==> config.mk <==
export PLATFORM = sky130hd
export DESIGN_NAME = apb_uart_regs
export DESIGN_NICKNAME = d
export VERILOG_FILES = /design/src/rtl/apb_uart_regs.sv
export SDC_FILE = /design/constraint.sdc
export NUM_CORES = 1
export LEC_CHECK = 0
export ABC_AREA = 1
export BUFFER_PORTS_ARGS = -buffer_cell sky130_fd_sc_hd__clkbuf_2
export CAP_MARGIN = 20
export CORE_MARGIN = 3
export CORE_UTILIZATION = 45
export DETAILED_ROUTE_END_ITERATION = 12
export PLACE_DENSITY = 0.72
export SLEW_MARGIN = 0
export SYNTH_ARGS = -nofsm -noshare
export SYNTH_HDL_FRONTEND = slang
export SYNTH_SLANG_ARGS = --single-unit
==> constraint.sdc <==
create_clock -name clk -period 2.9 [get_ports clk]
set_clock_uncertainty 0.2 [all_clocks]
set_input_delay 0.435 -clock clk [delete_from_list [all_inputs] [get_ports clk]]
set_output_delay 0.435 -clock clk [all_outputs]
set_load 0.02 [all_outputs]
==> src/rtl/apb_uart_regs.sv <==
// rtl/apb_uart_regs.sv - APB register front end for a UART: TX hold register, RX FIFO, status and divisor
// Optional feature macro: UART_APB_IRQ_EN (irq output plus STATUS.irq_en)
module apb_uart_regs #(
    parameter int DBIT     = 8,
    parameter int RX_DEPTH = 4
) (
    input  logic            clk,
    input  logic            rst,
    input  logic            psel,
    input  logic            penable,
    input  logic            pwrite,
    input  logic [3:0]      paddr,
    input  logic [31:0]     pwdata,
    output logic [31:0]     prdata,
    output logic            pready,
    output logic            pslverr,
    output logic [DBIT-1:0] din,
    output logic [10:0]     dvsr,
    output logic            tx_start,
    input  logic            tx_busy,
    input  logic            tx_done_tick,
    input  logic            rx_done_tick,
    input  logic [DBIT-1:0] dout
`ifdef UART_APB_IRQ_EN
    ,
    output logic            irq
`endif
);

    localparam int AW = $clog2(RX_DEPTH);
    localparam int CW = AW + 1;

    typedef enum logic [1:0] {IDLE, SETUP, ACCESS} apb_state_t;
    typedef enum logic [1:0] {T_IDLE, T_START, T_WAIT} tx_state_t;

    apb_state_t apb_state, apb_next;
    tx_state_t  tx_state, tx_next;

    logic            access_en;
    logic            wr_txdata, rd_rxdata, wr_status, wr_dvsr;
    logic            hold_valid;
    logic [DBIT-1:0] hold_data;
    logic            tx_launch;
    logic            tx_active;
    logic            overrun;
    logic            irq_en_bit;

    logic [DBIT-1:0] rx_mem [RX_DEPTH];
    logic [AW-1:0]   wr_ptr, rd_ptr;
    logic [CW-1:0]   rx_count;
    logic            rx_empty, rx_full;
    logic            rx_push, rx_pop, rx_overflow;
    logic [31:0]     status_word;
    logic            unused_bits;

    // ---------------- APB FSM ----------------
    always_ff @(posedge clk) begin
        if (rst) begin
            apb_state <= IDLE;
        end else begin
            apb_state <= apb_next;
        end
    end

    always_comb begin
        apb_next = apb_state;
        case (apb_state)
            IDLE: begin
                if (psel && !penable) apb_next = SETUP;
            end
            SETUP: begin
                if (psel && penable) apb_next = ACCESS;
                else if (!psel)      apb_next = IDLE;
            end
            ACCESS: begin
                if (psel && !penable) apb_next = SETUP;
                else                  apb_next = IDLE;
            end
            default: apb_next = IDLE;
        endcase
    end

    // The access phase is the cycle whose closing edge moves SETUP into ACCESS.
    always_comb begin
        access_en = !rst && (apb_state == SETUP) && psel && penable;
        pready    = psel && penable;
    end

    assign wr_txdata = access_en &&  pwrite && (paddr[3:2] == 2'd0);
    assign rd_rxdata = access_en && !pwrite && (paddr[3:2] == 2'd1);
    assign wr_status = access_en &&  pwrite && (paddr[3:2] == 2'd2);
    assign wr_dvsr   = access_en &&  pwrite && (paddr[3:2] == 2'd3);

    assign pslverr = (wr_txdata && hold_valid) || (rd_rxdata && rx_empty);

    // ---------------- TX FSM ----------------
    always_ff @(posedge clk) begin
        if (rst) begin
            tx_state <= T_IDLE;
        end else begin
            tx_state <= tx_next;
        end
    end

    always_comb begin
        tx_next = tx_state;
        case (tx_state)
            T_IDLE: begin
                if (hold_valid && !tx_busy) tx_next = T_START;
            end
            T_START: tx_next = T_WAIT;
            T_WAIT: begin
                if (tx_done_tick) tx_next = T_IDLE;
            end
            default: tx_next = T_IDLE;
        endcase
    end

    always_comb begin
        tx_start  = !rst && (tx_state == T_START);
        tx_launch = (tx_state == T_IDLE) && hold_valid && !tx_busy;
        tx_active = tx_busy || hold_valid || (tx_state != T_IDLE);
    end

    // din is loaded on the launch edge so it is valid for the whole tx_start cycle and then held.
    always_ff @(posedge clk) begin
        if (rst) begin
            hold_valid <= 1'b0;
            hold_data  <= '0;
            din        <= '0;
            dvsr       <= 11'd162;
        end else begin
            if (tx_launch) din <= hold_data;
            if (tx_state == T_START) begin
                hold_valid <= 1'b0;
            end else if (wr_txdata && !hold_valid) begin
                hold_valid <= 1'b1;
                hold_data  <= pwdata[DBIT-1:0];
            end
            if (wr_dvsr) dvsr <= pwdata[10:0];
        end
    end

    // ---------------- RX FIFO ----------------
    assign rx_empty    = (rx_count == '0);
    assign rx_full     = (rx_count == CW'(RX_DEPTH));
    assign rx_pop      = rd_rxdata && !rx_empty;
    assign rx_push     = rx_done_tick && (!rx_full || rx_pop);
    assign rx_overflow = rx_done_tick && rx_full && !rx_pop;

    always_ff @(posedge clk) begin
        if (rx_push) rx_mem[wr_ptr] <= dout;
    end

    always_ff @(posedge clk) begin
        if (rst) begin
            wr_ptr   <= '0;
            rd_ptr   <= '0;
            rx_count <= '0;
        end else begin
            if (rx_push) wr_ptr <= wr_ptr + 1'b1;
            if (rx_pop)  rd_ptr <= rd_ptr + 1'b1;
            case ({rx_push, rx_pop})
                2'b10:   rx_count <= rx_count + 1'b1;
                2'b01:   rx_count <= rx_count - 1'b1;
                default: rx_count <= rx_count;
            endcase
        end
    end

    // A drop on a full FIFO outranks a simultaneous software clear.
    always_ff @(posedge clk) begin
        if (rst) begin
            overrun <= 1'b0;
        end else if (rx_overflow) begin
            overrun <= 1'b1;
        end else if (wr_status && pwdata[3]) begin
            overrun <= 1'b0;
        end
    end

    // ---------------- optional interrupt ----------------
`ifdef UART_APB_IRQ_EN
    logic irq_en;
    logic irq_q;

    always_ff @(posedge clk) begin
        if (rst) begin
            irq_en <= 1'b0;
            irq_q  <= 1'b0;
        end else begin
            if (wr_status) irq_en <= pwdata[5];
            irq_q <= irq_en && (!rx_empty || overrun);
        end
    end

    assign irq        = irq_q && !rst;
    assign irq_en_bit = irq_en;
`else
    assign irq_en_bit = 1'b0;
`endif

    // ---------------- read mux ----------------
    assign status_word = {26'd0, irq_en_bit, hold_valid, overrun, rx_full, rx_empty, tx_active};

    always_comb begin
        prdata = '0;
        if (access_en && !pwrite) begin
            case (paddr[3:2])
                2'd1: begin
                    if (!rx_empty) prdata = 32'(rx_mem[rd_ptr]);
                end
                2'd2:    prdata = status_word;
                2'd3:    prdata = 32'(dvsr);
                default: prdata = '0;
            endcase
        end
    end

    assign unused_bits = ^{pwdata, paddr[1:0]};

endmodule

* Yosys cells after proc, flatten, opt, wreduce, memory -nomap -nowiden
Memory sizes are Yosys's and may differ from the RTL's. A register that Yosys moved wholly into a read port is not among the register bits.
Cells that the tools add are included.
** Storage, ports and cells
- Register bits :: 40
- Memory bits (writable) :: 32
- Input port bits :: 52
- Output and inout port bits :: 54
- Logic and storage cells :: 94
- Memories :: 1
** Memories
- rx_mem :: words 4, width 8, read ports 1, clocked after memory_dff 1, write ports 1, RTL line 48 : logic [DBIT-1:0] rx_mem [RX_DEPTH];
** Cells by class
- $add $sub $neg :: 4
- Equality and inequality tests :: 14
- Multiplexer cells :: 18
- Bitwise logic cells :: 1
- Reduce and logical (&&, ||, !) cells :: 46
** Operator list (count)
- $pmux W32 S3 :: 1
- $mux W32 :: 1
- $logic_and A1 B1 Y1 :: 23
- $mux W2 :: 7
- $pmux W2 S3 :: 2
- $eq A2 B2 Y1 const B :: 5
- $eq A2 B1 Y1 const B :: 4
- $logic_not A1 Y1 :: 8
- $mux W8 :: 1
- $logic_not A2 Y1 :: 3
- $ne A2 B2 Y1 const B :: 3
- $pmux W3 S2 :: 1
- $reduce_and A2 Y1 :: 3
- $reduce_bool A2 Y1 :: 3
- $mux W1 :: 5
- $add A2 B1 Y2 const B :: 2
- $logic_or A1 B1 Y1 :: 4
- $add A3 B1 Y3 const B :: 1
- $eq A3 B3 Y1 const B :: 1
- $logic_not A3 Y1 :: 1
- $ne A3 B3 Y1 const B :: 1
- $sub A3 B1 Y3 const B :: 1
- $reduce_or A2 Y1 :: 1
- $not A1 Y1 :: 1

* Longest topological paths before layout
Gate-level depths: netlist of the first run.
- Word-level depth :: 11
- Depth in mapped cells :: 12
- Gate-level depth less buffers :: 12

* Worst setup path before layout of the first run
No wires, ideal clock.
- Path type :: input to register
- Start point :: input rst
- End point :: register rx_count[2]
- Library setup time :: 0.122 ns
- Arrival :: 1.960 ns
- Data required time :: 2.578 ns
- Path slack :: 0.618 ns
- Stages :: 12
- Buffers on the path :: 1
- Cells stage by stage :: buf_6 > nor2_8 > nand4_1 > nand2_1 > nand2_1 > ha_1 > inv_1 > fa_1 > a21oi_1 > o21ai_0 > o21ai_0 > a21oi_1
** Between the ends
- Cells in the longest elaborated chain, start to end :: 11
- Elaborated cells on any way between the ends :: 13
- Those cells by class :: eq/ne: 2; mux: 1; reduce/logical: 10
** Ends and longest elaborated chain
- start: declaration :: RTL line 8 : input logic rst,
- $logic_not A1 Y1 :: RTL line 85 : access_en = !rst && (apb_state == SETUP) && psel && penable;
- $logic_and A1 B1 Y1 (3 in series) :: RTL line 85
- $logic_and A1 B1 Y1 (2 in series) :: RTL line 90 : assign rd_rxdata = access_en && !pwrite && (paddr[3:2] == 2'd1);
- $logic_and A1 B1 Y1 :: RTL line 147 : assign rx_pop = rd_rxdata && !rx_empty;
- $logic_or A1 B1 Y1 :: RTL line 148 : assign rx_push = rx_done_tick && (!rx_full || rx_pop);
- $logic_and A1 B1 Y1 :: RTL line 148
- $eq A2 B1 Y1 or $eq A2 B2 Y1 (tied branches) :: RTL line 163 : case ({rx_push, rx_pop})
- $pmux W3 S2 or $reduce_bool A2 Y1 (tied branches)
- end signal: assignment :: RTL line 164 : 2'b10: rx_count <= rx_count + 1'b1;
- end signal: assignment :: RTL line 165 : 2'b01: rx_count <= rx_count - 1'b1;
- end signal: assignment :: RTL line 166 : default: rx_count <= rx_count;
- end: declaration :: RTL line 50 : logic [CW-1:0] rx_count;
Several ways; a longest one is shown, not always the timed one.
A chain may end at the register's enable or synchronous reset.

==> impl_metrics.yaml, run 1 <==
finish:
  post_route_cells_drive_above_1_share_pct: 23.8
  antennaDiodeCount: 0
  synthToLayoutAreaGrowth_pct: 15.8
  total_number_of_nets_in_the_final_design: 499
  fillCellCount: 692
  multiInputGateArea_um2: 1260
  regArea_um2: 1800
clocking:
  cts_inserted_buffers: 9
  post_cts_resize_count: 0
  cts.sink_count: 74
  clk_pin_slew_ps: 70
  clock_tree_from_tritoncts: "yes"
  cts_root_buf: "sky130_fd_sc_hd__clkbuf_8"
  cts.path.max_buffers: 2
  cts_setup_buffers: 0
  cts.hold.buffers_added: 0
  insertion_delay_ps: 350
  cts_max_level: 3
global_routing:
  globalRouteMet1Util_pct: 20.8
  grt_util_all_layers_pct: 16.6
  grt_first_pass_wirelength_mm: 11.1
  grt_overflow_total: 0
  grt_antenna_before_repair: 0
  globalRouteMet2Util_pct: 26.6
  groute.layer.met3.usage_pct: 4.31
  grt_max_degree: 35
  first_global_vias: 2403
  gr-max-usage-layer: "met2"
synthesis:
  synth_xor_area_share_pct: 0.257
  syn-mean-instance-area_um2: 9.10
  synth-seq-cells: 74
  dominant_combinational_cell_family_by_area_after_synthesis: "simple AND/OR/NAND/NOR gates"
  post_synth_and_or_nand_nor_area_fraction_pct: 18.6
  ys.flop_type: "sky130_fd_sc_hd__dfxtp_1"
  synth-edff-count: 32
  async_reset_ff_share_pct: 0
  synth.area.mux_share_pct: 0
  synth_compound_area_share_pct: 13.5
  synth.yosys.seq_area_share_pct: 52.9
  netlist_area_um2: 3400
  netlist-cell-type-count: 37
  postSynthCellCount: 374
  ys.warnings.count: 0
  synth-adder-area-share_pct: 2.43
run:
  max_cap_viol_count: 0
detailed_routing:
  post-route-drc-count: 0
  drt-pass1-iter-count: 4
  detail_route.wl_per_cell_um: 12.8
  ant_nets: 0
  wl_mm: 6.95
  vias: 2572
  avgViaCountPerCell: 4.72
  drtIter0Drc: 215
worst_setup_path:
  crit_required_ps: 2270
  timing.critical_path.to_type: "primary output"
  arrival_ps: 1880
  worstPathMaxFanout: 16
  worst_setup_path_start_kind: "flop"
  critical_path_class: "flop to primary output"
sta:
  worst_slew_slack_as_a_fraction_of_its_limit_pct: 62.1
  finalSetupViolations: 0
  hold_viol_final: 0
  part_of_the_cycle_the_worst_path_needs_pct: 86.6
  finalSetupTns_ps: 0
  rsz_0062_raised_after_global_routing: "no"
  layout_min_cycle_time_ps: 2510
  final-max-slew-violation-count: 0
  whs_ps: 77.9
  fmax_ghz: 0.398
  worst_slew_pin_slew_ps: 566
placement:
  gpl.final_weighted_congestion: 0.805
  io_buffer_count: 61
  post_dp_hpwl_mm: 5.08
floorplanning:
  fp-row-count: 31
  fp.dieArea_um2: 8640
  floorplan.initialDensity_pct: 46.7
  placeableCoreArea_um2: 7290
  io-pin-count: 106
  die_h_um: 93.0
  die_w_um: 93.0
hold_path:
  min-delay-path-class: "primary input to flop"
outcome:
  run_status: "complete, no violations"
power:
  irDropWorstVdd_uv: 228
  power_density_nw_per_um2: 532
  p_leak_nw: 1.72
-- report_power, final --
| group | internal [W] | switching [W] | total, W |
|---|---|---|---|
| Sequential | 0.00111 | 0.0000103 | 0.00112 |
| Combinational | 0.0000462 | 0.000111 | 0.000157 |
| Clock | 0.000452 | 0.000364 | 0.000816 |
-- layout make-up --
class | count | share of cell area, %
clock buffer | 12 | 4.00
timing repair buffer | 67 | 8.89
multi-input combinational | 238 | 32.1
sequential | 74 | 45.7
tap | 99 | 3.14
inverter | 51 | 4.92
clock inverter | 4 | 1.24
-- critical path, stage by stage (launching register included) --
cell and delay (ps):
sky130_fd_sc_hd__dfxtp_1 370, sky130_fd_sc_hd__inv_1 370, sky130_fd_sc_hd__o21ai_0 140, sky130_fd_sc_hd__o22ai_1 170, sky130_fd_sc_hd__nand2_1 80, sky130_fd_sc_hd__a21oi_1 190
sky130_fd_sc_hd__clkbuf_2 200
-- worst paths after layout --
path	from	endpoint	slack, ps	depth (start not counted)
setup / recovery	flop	prdata[1]	390	6
hold / removal	penable	apb_state[0]	80	2
setup reg to reg	rx_count[0]	rx_count[2]	440	10
hold reg to reg	apb_state[0]	apb_state[0]	240	1
-- cell families after synthesis --
family / count (synthesis)
simple gates: 126
compound gates: 84
buf+inv: 82
flops: 74
fa+ha+maj: 6
xor+xnor: 1
other cells: 1
-- per-layer routing --
| layer | wire (µm) | vias to the layer above | share of wire (%) |
|---|---|---|---|
| met2 | 3330 | 87 | 48 |
| met1 | 3010 | 1149 | 43 |
| li1 | - | 1324 | - |
| met4 | 138 | 0 | 2.0 |
| met3 | 476 | 12 | 6.8 |
| met5 | 0 | - | 0 |
-- metrics by stage --
stage	power, W	setup WS, ps	area (µm²)	util, %	std cells
3_3_place_gp	0.00130	300	3730	51.2	529
3_5_place_dp	0.00130	186	3730	51.2	529
2_1_floorplan	0.00127	618	3480	-	394
4_1_cts	0.00211	343	3940	54.0	545
5_1_grt	0.00218	135	3940	54.0	545
6_report	0.00210	389	3940	54.0	545
-- layout by cell type, fill, tap and decap left out, types with 9 or more instances in the layout --
cell / count
sky130_fd_sc_hd__dfxtp_1: 42
sky130_fd_sc_hd__clkbuf_2: 62
sky130_fd_sc_hd__a21oi_1: 28
sky130_fd_sc_hd__nand3_1: 17
sky130_fd_sc_hd__edfxtp_1: 32
sky130_fd_sc_hd__clkbuf_8: 9
sky130_fd_sc_hd__conb_1: 21
sky130_fd_sc_hd__nor2_2: 9
sky130_fd_sc_hd__nor2_1: 54
sky130_fd_sc_hd__o21ai_0: 36
sky130_fd_sc_hd__nand2_1: 34
sky130_fd_sc_hd__inv_1: 48
-- cells in the mapped netlist (2+ instances only) --
library cell               count  area share [%]
sky130_fd_sc_hd__nand3_4       2             1.0
sky130_fd_sc_hd__o21ai_1       3            0.44
sky130_fd_sc_hd__o211ai_1      3            0.66
sky130_fd_sc_hd__clkbuf_1      3            0.33
sky130_fd_sc_hd__nand2_1      34             3.7
sky130_fd_sc_hd__nor2_2        9             1.7
sky130_fd_sc_hd__dfxtp_1      42              25
sky130_fd_sc_hd__buf_2         3            0.44
sky130_fd_sc_hd__o21ai_0      36             5.3
sky130_fd_sc_hd__nor2_4        2            0.66
sky130_fd_sc_hd__edfxtp_1     32              28
sky130_fd_sc_hd__nand3_1      17             2.5
sky130_fd_sc_hd__inv_1        48             5.3
sky130_fd_sc_hd__ha_1          5             1.8
sky130_fd_sc_hd__buf_6         2            0.66
sky130_fd_sc_hd__o22ai_1       6             1.1
sky130_fd_sc_hd__buf_4        22             4.9
sky130_fd_sc_hd__nor2_8        4             2.4
sky130_fd_sc_hd__nor2_1       54             6.0
sky130_fd_sc_hd__a21oi_1      28             4.1
sky130_fd_sc_hd__o21ai_2       2            0.51
sky130_fd_sc_hd__a21oi_2       2            0.51
-- registers in the layout, indices dropped and copies added, names as in the netlist, 3 cells and up, named ones only --
name / flops
rx_mem: 32
dvsr: 11
din: 8
hold_data: 8
rx_count: 3
No activity file was read; power rests on OpenSTA's default activity.
==> run 2, diff against run 1 <==
RECOVER_POWER = 50   (was not set)
==> run 2 against run 1 <==
  * First-iteration DRC count is 0.93% higher
  * Final cell count did not move
  * Largest cell class unchanged
  * Highest routed layer unchanged
  * Global-route usage unchanged
  * Fmax shrank 2.3%
  * Critical endpoint is now pslverr
  * Via count grew 1.0%
  * Clock-buffer cell count is the same
  * Power shrank 0.30%
  * Combinational power shrank 3%
==> impl_metrics.yaml, run 2 (synthesized netlist as in run 1, its figures left out) <==
global_routing:
  grt_util_all_layers_pct: 16.6
  globalRouteMet1Util_pct: 20.8
  grt_antenna_before_repair: 0
  first_global_vias: 2403
  gr-max-usage-layer: "met2"
  grt_max_degree: 35
  groute.layer.met3.usage_pct: 4.31
  grt_first_pass_wirelength_mm: 11.1
  grt_overflow_total: 0
  globalRouteMet2Util_pct: 26.6
clocking:
  cts.hold.buffers_added: 0
  clk_pin_slew_ps: 70
  post_cts_resize_count: 0
  cts_max_level: 3
  cts_root_buf: "sky130_fd_sc_hd__clkbuf_8"
  cts_setup_buffers: 0
  cts.sink_count: 74
  insertion_delay_ps: 350
  cts_inserted_buffers: 9
  clock_tree_from_tritoncts: "yes"
  cts.path.max_buffers: 2
power:
  irDropWorstVdd_uv: 227
  p_leak_nw: 1.63
  power_density_nw_per_um2: 541
detailed_routing:
  post-route-drc-count: 0
  avgViaCountPerCell: 4.77
  vias: 2598
  drt-pass1-iter-count: 4
  detail_route.wl_per_cell_um: 12.7
  drtIter0Drc: 217
  wl_mm: 6.94
  ant_nets: 0
hold_path:
  min-delay-path-class: "primary input to flop"
floorplanning:
  fp.dieArea_um2: 8640
  fp-row-count: 31
  floorplan.initialDensity_pct: 46.7
  placeableCoreArea_um2: 7290
  die_w_um: 93.0
  io-pin-count: 106
  die_h_um: 93.0
finish:
  regArea_um2: 1800
  largest-register: "rx_mem"
  most-common-layout-cells: "sky130_fd_sc_hd__nor2_1, sky130_fd_sc_hd__inv_1, sky130_fd_sc_hd__dfxtp_1"
  multiInputGateArea_um2: 1220
  layout.cells.most_common: "sky130_fd_sc_hd__nor2_1"
  synthToLayoutAreaGrowth_pct: 13.5
  fillCellCount: 714
  antennaDiodeCount: 0
  post_route_cells_drive_above_1_share_pct: 16.4
  flip_flop_count_of_the_largest_register_after_layout: 32
  biggestRegsByFlops: "rx_mem: 32 flops, dvsr: 11 flops"
  layoutNonFillerInstCount: 545
  total_number_of_nets_in_the_final_design: 499
worst_setup_path:
  crit_required_ps: 2270
  r2r_setup_slack_ps: 430
  timing.critical_path.to_type: "primary output"
  critical_path_class: "flop to primary output"
  worstPathMaxFanout: 9
  worst_setup_path_start_kind: "flop"
  arrival_ps: 1940
sta:
  part_of_the_cycle_the_worst_path_needs_pct: 88.6
  finalSetupViolations: 0
  layout_min_cycle_time_ps: 2570
  hold_viol_final: 0
  worst_slew_slack_as_a_fraction_of_its_limit_pct: 30.1
  fmax_ghz: 0.389
  finalSetupTns_ps: 0
  final-max-slew-violation-count: 0
  rsz_0062_raised_after_global_routing: "no"
  worst_slew_pin_slew_ps: 1050
  fin_ws_ps: 329
placement:
  place_inst: 529
  post_dp_hpwl_mm: 5.08
  pre_cts_slack_ps: 186
  gpl.final_weighted_congestion: 0.805
  io_buffer_count: 61
run:
  max_cap_viol_count: 0
outcome:
  run_status: "complete, no violations"
-- run 2: changes by cell type in the layout (fill, tap and decap cells not counted), sizes merged --
cell      previous run  this run
clkinvlp             0         1
inv                 50        49
-- run 2: area by class of cell --
type | instances | area share (%)
clock buffers | 12 | 4.08
flip-flops and latches | 74 | 46.6
clock inverters | 4 | 1.26
multi-input cells | 238 | 31.6
well taps | 99 | 3.21
inverters | 51 | 4.99
repair buffers | 67 | 8.16
-- run 2: metal layers --
metal  share of wire (%)  routed length [µm]
met1                  43                2980
met5                   0                   0
met4                 2.0                 139
met2                  48                3330
met3                 7.0                 487
-- run 2: worst paths after layout --
| check | start | cells past startpoint | endpoint |
|---|---|---|---|
| setup reg to reg | rx_count[0] | 10 | rx_count[2] |
| hold / removal | penable | 2 | apb_state[0] |
| hold reg to reg | apb_state[0] | 1 | apb_state[0] |
| setup / recovery | apb_state[0] | 7 | pslverr |
-- run 2: where the power goes --
part	internal [W]	total, W	switching, W
Combinational	0.0000440	0.000152	0.000108
Sequential	0.00111	0.00112	0.0000105
Clock	0.000452	0.000814	0.000362
Total	0.00161	0.00209	0.000481
-- run 2: critical path, cell delays in order, from the launching register on --
cell                         delay, ps
sky130_fd_sc_hd__dfxtp_1           340
sky130_fd_sc_hd__inv_1              90
sky130_fd_sc_hd__nor2_8            120
sky130_fd_sc_hd__nand3_1           240
sky130_fd_sc_hd__nor2_8            240
sky130_fd_sc_hd__clkinvlp_2        180
sky130_fd_sc_hd__o22ai_1           180
sky130_fd_sc_hd__clkbuf_2          200
-- run 2: stage by stage --
stage               hold slack, ps  util, %  power [W]  area, µm²
detailed placement             229     51.2    0.00130       3730
CTS                           66.5     54.0    0.00211       3940
global placement               228     51.2    0.00130       3730
finish                        62.4     53.0    0.00209       3860
floorplan                      209        -    0.00127       3480
global route                  50.6     53.0    0.00218       3860
==> run 3, diff against run 2 <==
BUFFER_PORTS_ARGS = not set   (was -buffer_cell sky130_fd_sc_hd__clkbuf_2)
DONT_BUFFER_PORTS = 1   (was not set)
PLACE_DENSITY = not set   (was 0.72)
==> run 3 against run 2 <==
  * Core utilization fell by 1.9 points
  * Clock-buffer cell count did not move
  * Global-route usage rose by 0.066 points
  * Routed wire length fell by 1.1%
  * Critical path type unchanged
  * Largest cell class unchanged
  * Largest power group unchanged
==> impl_metrics.yaml, run 3 (synthesized netlist as in run 1, its figures left out) <==
placement:
  gpl.final_weighted_congestion: 0.742
  post_dp_hpwl_mm: 4.91
  io_buffer_count: 0
  place_inst: 468
finish:
  synthToLayoutAreaGrowth_pct: 9.45
  layout.cells.most_common: "sky130_fd_sc_hd__nor2_1"
  antennaDiodeCount: 0
  most-common-layout-cells: "sky130_fd_sc_hd__nor2_1, sky130_fd_sc_hd__inv_1, sky130_fd_sc_hd__dfxtp_1"
  utilization_pct: 51.1
  total_number_of_nets_in_the_final_design: 449
  layoutNonFillerInstCount: 495
  flip_flop_count_of_the_largest_register_after_layout: 32
  biggestRegsByFlops: "rx_mem: 32 flops, dvsr: 11 flops"
  post_route_cells_drive_above_1_share_pct: 10.1
  largest-register: "rx_mem"
floorplanning:
  placeableCoreArea_um2: 7290
  fp-row-count: 31
  floorplan.initialDensity_pct: 46.7
  die_w_um: 93.0
  fp.dieArea_um2: 8640
  io-pin-count: 106
  die_h_um: 93.0
global_routing:
  grt_overflow_total: 0
  first_global_vias: 2262
  grt_antenna_before_repair: 0
  grt_first_pass_wirelength_mm: 11.0
  grt_max_degree: 27
  grt_util_all_layers_pct: 16.6
worst_setup_path:
  r2r_setup_slack_ps: 480
  worst_setup_path_start_kind: "flop"
  reg2reg_depth: 10
  arrival_ps: 2000
  timing.critical_path.to_type: "primary output"
  worstPathMaxFanout: 16
  critical_path_class: "flop to primary output"
  crit_required_ps: 2270
clocking:
  clk_pin_slew_ps: 80
  cts.sink_count: 74
  cts_inserted_buffers: 9
  clock_tree_from_tritoncts: "yes"
  post_cts_resize_count: 0
  cts_root_buf: "sky130_fd_sc_hd__clkbuf_8"
  cts.path.max_buffers: 2
  cts_max_level: 3
  insertion_delay_ps: 350
outcome:
  run_status: "complete, no violations"
power:
  irDropWorstVdd_uv: 237
  power_density_nw_per_um2: 584
  p_leak_nw: 1.51
  p_total_w: 0.00218
run:
  max_cap_viol_count: 0
sta:
  rsz_0062_raised_after_global_routing: "no"
  worst_slew_slack_as_a_fraction_of_its_limit_pct: 33.6
  fmax_ghz: 0.379
  final-max-slew-violation-count: 0
  finalSetupTns_ps: 0
  hold_viol_final: 0
  layout_min_cycle_time_ps: 2640
  finalSetupViolations: 0
  worst_slew_pin_slew_ps: 993
  whs_ps: 22.5
  part_of_the_cycle_the_worst_path_needs_pct: 91.0
hold_path:
  min-delay-path-class: "primary input to flop"
  whs_path_depth: 2
detailed_routing:
  vias: 2446
  drtIter0Drc: 136
  avgViaCountPerCell: 4.94
  detail_route.wl_per_cell_um: 13.9
  drt-pass1-iter-count: 4
  post-route-drc-count: 0
  ant_nets: 0
  wl_mm: 6.86
==> run 3: power by group <==
part | total [W] | internal, W | switching [W]
clock network | 0.000909 | 0.000540 | 0.000369
registers | 0.00113 | 0.00111 | 0.0000110
logic | 0.000141 | 0.0000417 | 0.0000995
total | 0.00218 | 0.00170 | 0.000480
==> run 3: routing by layer <==
metal	part of all wire [%]	vias up	track usage, %
met1	46	1138	21.5
li1	-	1219	-
met5	0	-	0
met3	7.4	11	6.82
met4	2.0	0	6.23
met2	45	78	25.0
==> run 3: metrics by stage <==
stage / setup WS, ps / area, µm²
2_1_floorplan: 618 / 3480
3_3_place_gp: 478 / 3430
3_5_place_dp: 421 / 3430
4_1_cts: 218 / 3770
5_1_grt: 73.1 / 3720
6_report: 262 / 3720
==> run 3: path summary, 6_finish.rpt <==
check                from            to
max                  flop     prdata[2]
min            pwdata[10]      dvsr[10]
max reg2reg   rx_count[0]   rx_count[2]
min reg2reg  hold_data[6]  hold_data[6]
==> run 3: critical path, cell delays in order (launching register included) <==
cell and delay, ps:
sky130_fd_sc_hd__dfxtp_1 400, sky130_fd_sc_hd__inv_1 420, sky130_fd_sc_hd__o21ai_0 140, sky130_fd_sc_hd__o22ai_1 180
sky130_fd_sc_hd__nand2_1 70, sky130_fd_sc_hd__a21oi_1 450
==> run 3: layout make-up <==
class	count	area, µm²
clock buffers	12	158
clock inverters	4	71.3
fillers	702	3570
inverters	51	193
multi-input cells	238	1220
flip-flops and latches	74	1800
well taps	99	124
repair buffers	17	155
==> run 3: what timing repair did <==
action | in CTS | in global routing
setup buffers | 0 | 0
endpoints found under the hold margin | 38 | 0
hold buffers | 11 | 0
